==> config.mk <==
export PLATFORM = sky130hd
export DESIGN_NAME = pipe_skid_slice
export DESIGN_NICKNAME = d
export VERILOG_FILES = /design/src/rtl/pipe_skid_slice.sv
export SDC_FILE = /design/constraint.sdc
export NUM_CORES = 1
export LEC_CHECK = 0
export ABC_AREA = 1
export CAP_MARGIN = 20
export CORE_UTILIZATION = 25
export DETAILED_ROUTE_END_ITERATION = 6
export SYNTH_ARGS = -nofsm -noshare
export SYNTH_HDL_FRONTEND = slang
export SYNTH_SLANG_ARGS = --single-unit
==> constraint.sdc <==
create_clock -name clk -period 2.4 [get_ports clk]
set_input_delay 0.24 -clock clk [delete_from_list [all_inputs] [get_ports clk]]
set_output_delay 0.24 -clock clk [all_outputs]
set_load 0.05 [all_outputs]
==> src/rtl/pipe_skid_slice.sv <==
// -----------------------------------------------------------------------------
// pipe_skid_slice
//
// Purpose:
//   Two-entry skid buffer that places a registered valid/ready handshake
//   between rename/dispatch and the issue-queue write. It replaces an
//   enable/softReset-style stage register wall. Downstream backpressure
//   never reaches the upstream stage combinationally, because in_ready
//   depends only on registered state and enable. The slice gives full
//   throughput with 1-cycle latency.
//
// Ports:
//   clk        rising-edge clock
//   reset      synchronous active-low reset (clears all state)
//   softReset  synchronous active-high pipeline flush (same clearing as reset)
//   enable     global stage enable; 0 freezes every register and blocks transfers
//   in_valid   upstream payload valid
//   in_data    upstream payload [WIDTH-1:0]
//   in_ready   slice can accept a payload this cycle
//   out_valid  payload presented downstream
//   out_data   downstream payload, always the main register
//   out_ready  downstream accepts the payload this cycle
//   stall_cnt  [15:0] saturating count of stalled cycles
//              (present only when PIPE_SKID_STALL_CNT_EN is defined)
//
// Optional feature:
//   Define PIPE_SKID_STALL_CNT_EN to add stall_cnt. On each edge where
//   out_valid=1 and out_ready=0, the counter adds 1 and saturates at
//   16'hFFFF. It is cleared by reset or softReset.
// -----------------------------------------------------------------------------
module pipe_skid_slice #(
    parameter int WIDTH = 6
) (
    input  logic             clk,
    input  logic             reset,
    input  logic             softReset,
    input  logic             enable,
    input  logic             in_valid,
    input  logic [WIDTH-1:0] in_data,
    output logic             in_ready,
    output logic             out_valid,
    output logic [WIDTH-1:0] out_data,
`ifdef PIPE_SKID_STALL_CNT_EN
    output logic [15:0]      stall_cnt,
`endif
    input  logic             out_ready
);

    // EMPTY: no entries; ONE: main only; FULL: main and skid.
    // A skid entry without a main entry cannot be represented.
    typedef enum logic [1:0] {
        EMPTY = 2'd0,
        ONE   = 2'd1,
        FULL  = 2'd2
    } state_e;

    state_e           state_q, state_d;
    logic [WIDTH-1:0] main_q,  main_d;
    logic [WIDTH-1:0] skid_q,  skid_d;
    logic             in_fire;
    logic             out_fire;

`ifdef PIPE_SKID_STALL_CNT_EN
    logic [15:0]      stall_cnt_q, stall_cnt_d;
`endif

    always_comb begin
        // NOTE: every signal written here gets a default first. Without these
        // defaults, a path that skips an assignment would infer a latch.
        state_d   = state_q;
        main_d    = main_q;
        skid_d    = skid_q;

        // Handshake signals depend only on state and enable.
        // out_ready never feeds in_ready.
        out_valid = (state_q != EMPTY) && enable;
        in_ready  = (state_q != FULL)  && enable;
        out_data  = main_q;
        in_fire   = in_valid  && in_ready;
        out_fire  = out_valid && out_ready;

        // When enable=0, both fires are 0, so the case below holds all state.
        unique case (state_q)
            EMPTY: begin
                if (in_fire) begin
                    state_d = ONE;
                    main_d  = in_data;
                end
            end
            ONE: begin
                if (in_fire && out_fire) begin
                    main_d  = in_data;
                end else if (in_fire) begin
                    state_d = FULL;
                    skid_d  = in_data;
                end else if (out_fire) begin
                    state_d = EMPTY;
                end
            end
            FULL: begin
                // in_ready is 0 here, so only a drain can happen.
                if (out_fire) begin
                    state_d = ONE;
                    main_d  = skid_q;
                end
            end
            default: begin
                state_d = EMPTY;
            end
        endcase

        // A flush overrides any handshake this cycle and drops the presented payload.
        if (softReset) begin
            state_d = EMPTY;
            main_d  = '0;
            skid_d  = '0;
        end
    end

`ifdef PIPE_SKID_STALL_CNT_EN
    always_comb begin
        stall_cnt_d = stall_cnt_q;
        // out_valid already includes enable, so the count holds while frozen.
        if (softReset) begin
            stall_cnt_d = '0;
        end else if (out_valid && !out_ready && (stall_cnt_q != 16'hFFFF)) begin
            stall_cnt_d = stall_cnt_q + 16'd1;
        end
    end

    assign stall_cnt = stall_cnt_q;
`endif

    // NOTE: the payload registers are reset along with the state, so
    // out_data reads 0 right after reset rather than stale data.
    always_ff @(posedge clk) begin
        // NOTE: sequential state uses non-blocking assignments only.
        // All flops then sample the pre-edge values together.
        if (!reset) begin
            state_q <= EMPTY;
            main_q  <= '0;
            skid_q  <= '0;
        end else begin
            state_q <= state_d;
            main_q  <= main_d;
            skid_q  <= skid_d;
        end
    end

`ifdef PIPE_SKID_STALL_CNT_EN
    always_ff @(posedge clk) begin
        if (!reset) begin
            stall_cnt_q <= '0;
        end else begin
            stall_cnt_q <= stall_cnt_d;
        end
    end
`endif

endmodule
==> results_dict.tcl <==
set metrics [dict create \
    crit_path_start_kind "flop" \
    via_per_inst 4.38 \
    fin_nets 144 \
    fin_cells 161 \
    cts_buffer_depth 2 \
    p_sw_uw 133 \
    wl_per_cell_um 8.95 \
    cts-root-buf "clkbuf_4" \
    post-route-period-util 0.865 \
    drc 0 \
    power.density_nw_per_um2 530 \
    overflow 0 \
    area_growth_pct 37.5 \
    grt_antenna_before_repair 0 \
    finalMaxSlewViolations 0 \
    ys_warn_count 0 \
    seq_area_frac_synth 0.407 \
    cts_made_buffers 3 \
    grt_start_max_net_pins 14 \
    seqPwrFrac 0.479 \
    holdCritPathClass "flop to flop" \
    p_comb_frac 0.175 \
    yosysTopAreaCell "dfxtp_1" \
    cp_common_cell "nor2_1" \
    crit_fanout 8 \
    hold_viol 0 \
    core_um2 2540 \
    max_slew_margin 0.671 \
    cts_sinks 14 \
    grt_pass1_vias 651 \
    fmax_mhz 482 \
    htreeDepth 1 \
    dp_hpwl_mm 1.07 \
    synthMuxAreaShare 0 \
    synthXorXnorAreaFrac 0 \
    dieWidth_um 54.5 \
    synth_nets 121 \
    n_antenna_cell 0 \
    post_cts_buffers 0 \
    grt_usage 0.125 \
    ir_drop_v 0.000189 \
    drtIter0Drc 21 \
    synth_seq_cells 14 \
    setup_viol 0 \
    crit_chain "inv_1 -> nor2_1 -> buf_4 -> nor2_1 -> clkdlybuf4s50_1" \
    p_leak_uw 0.000421 \
    rows 18 \
    rsz0062_at_grt "false" \
    cts_hold_buf 0 \
    synth.distinct_cells 12 \
    cap_violations 0 \
    drive_above_1_share 0.0840 \
    fill_cells 273 \
    syn_area_per_cell_um2 6.31 \
    p_int_uw 368 \
    p_total_uw 501 \
    arrival_ns 1.84 \
    final.setup_skew_ns 0.000416 \
    endpoint_kind "primary output" \
    synthCells 109 \
    synth_top_family_by_area "simple AND/OR/NAND/NOR gates" \
    period_needed_ns 2.08 \
    switching_share 0.266 \
    worstSetupPathType "flop to primary output" \
    vias 705 \
    die_area_um2 2970 \
    cts_tree "yes" \
    die_h_um 54.5 \
    start_util 0.270 \
    grt_pass1_wl_mm 2.65 \
    crit_slowest_cell "clkdlybuf4s50_1" \
    io_pins 20 \
    crit_buf_inv 3 \
    synth_fa_ha_area_frac 0 \
    worstMarginPinSlew_ns 0.492 \
    required_ns 2.16 \
    place_congestion 0.726 \
    setup_tns_ns 0 \
    cp_top_family "buffers and inverters" \
    clockPowerShare 0.347 \
    clkSlewWorstSetupHoldPaths_ns 0.09 \
    wl_mm 1.44 \
    slowest_delay_ns 0.80 \
    dr.pass1.iters 4 \
    synthSimpleGateAreaFrac 0.387 \
    synth-compound-area-share 0.102 \
    synthTopCellsByArea "dfxtp_1 41%, nand2_1 15%, nor2_1 13%, inv_1 7.6%, a21oi_1 5.1%" \
    status "finished, final reports clean" \
    drtAntennaViolNets 0 \
    synth_area_um2 688 \
    insertion_delay_ns 0.28 \
    synth_top_area_share 0.407 \
    numPortBuffers 19 \
    placedCellCount 157 \
    ctsResizeCount 0 \
]
cell usage in the layout, fill, tap and decap left out:
| master | synthesis | layout |
|---|---|---|
| buf_4 | 2 | 3 |
| nand3_1 | 7 | 7 |
| clkbuf_4 | 0 | 3 |
| nand2_1 | 27 | 27 |
| nor2_2 | 1 | 1 |
| nor2_1 | 23 | 23 |
| inv_1 | 14 | 14 |
| nand4_1 | 3 | 3 |
| o21ai_0 | 7 | 7 |
| clkbuf_8 | 0 | 1 |
| clkdlybuf4s50_1 | 0 | 18 |
| dfxtp_1 | 14 | 14 |
| a21oi_1 | 7 | 7 |
| nand2_2 | 3 | 3 |
stage by stage:
step / utilization / hold WS (ns) / cell area [um^2] / setup slack [ns]
6_report: 0.372 / 0.488 / 946 / 0.324
5_1_grt: 0.372 / 0.514 / 946 / 0.219
4_1_cts: 0.372 / 0.493 / 946 / 0.305
3_5_place_dp: 0.357 / 0.470 / 910 / 0.413
3_3_place_gp: 0.357 / 0.461 / 910 / 0.437
2_1_floorplan: - / 0.405 / 688 / 0.840
worst register-to-register path: stages (launching register included):
cell,delay (ns)
dfxtp_1,0.40
inv_1,0.07
nand2_2,0.15
nand4_1,0.12
nand2_1,0.33
nand3_1,0.13
nand2_1,0.08
nor2_1,0.04
power by group through the flow:
stage                     Sequential [uW]  Combinational, uW  Clock [uW]
after floorplan                       258               40.5           0
after global placement                245               87.3           0
after detailed placement              245               87.8           0
after CTS                             240               88.1         179
after global routing                  241               98.2         194
final                                 240               87.6         174
kinds of logic (layout without fill, tap and decap cells):
group / count (synthesis) / in the layout
and+or+nand+nor: 64 / 64
buffers and inverters: 17 / 39
AOI/OAI and AO/OA: 14 / 14
DFF: 14 / 14
cells in the mapped netlist (all sizes together):
cell type	count
dfxtp	14
a21oi	7
o21ai	7
nand2	30
nor2	24
inv	14
buf	2
nand3	7
clkbuf	1
nand4	3
worst paths after layout:
path          startpoint           to  slack [ns]  cells after the start
max           state_q[1]     in_ready        0.32                      5
min          out_data[2]  out_data[2]        0.49                      2
max reg2reg   state_q[0]  out_data[2]        0.99                      7
min reg2reg  out_data[2]  out_data[2]        0.49                      2
flip-flops by register name, summed over array words and instances, names as in the netlist:
register / cells
out_data: 6
state_q: 2
skid_q: 6
final cells by class:
type                    instances  area, um^2  area share
repair buffers                 21         203       0.214
inverters                      14        52.6      0.0556
multi-input cells              78         337       0.356
well taps                      30        37.5      0.0397
flip-flops and latches         14         280       0.296
clock buffers                   4        36.3      0.0384
layer usage:
layer / wire length (um) / global-route usage / vias up / part of all wire
li1: - / - / 385 / -
met1: 688 / 0.148 / 300 / 0.48
met2: 655 / 0.199 / 15 / 0.45
met3: 52 / 0.0333 / 5 / 0.036
met4: 44 / 0.0769 / 0 / 0.031
met5: 0 / 0 / - / 0
Note: power is estimated with default switching activity, not from simulation.
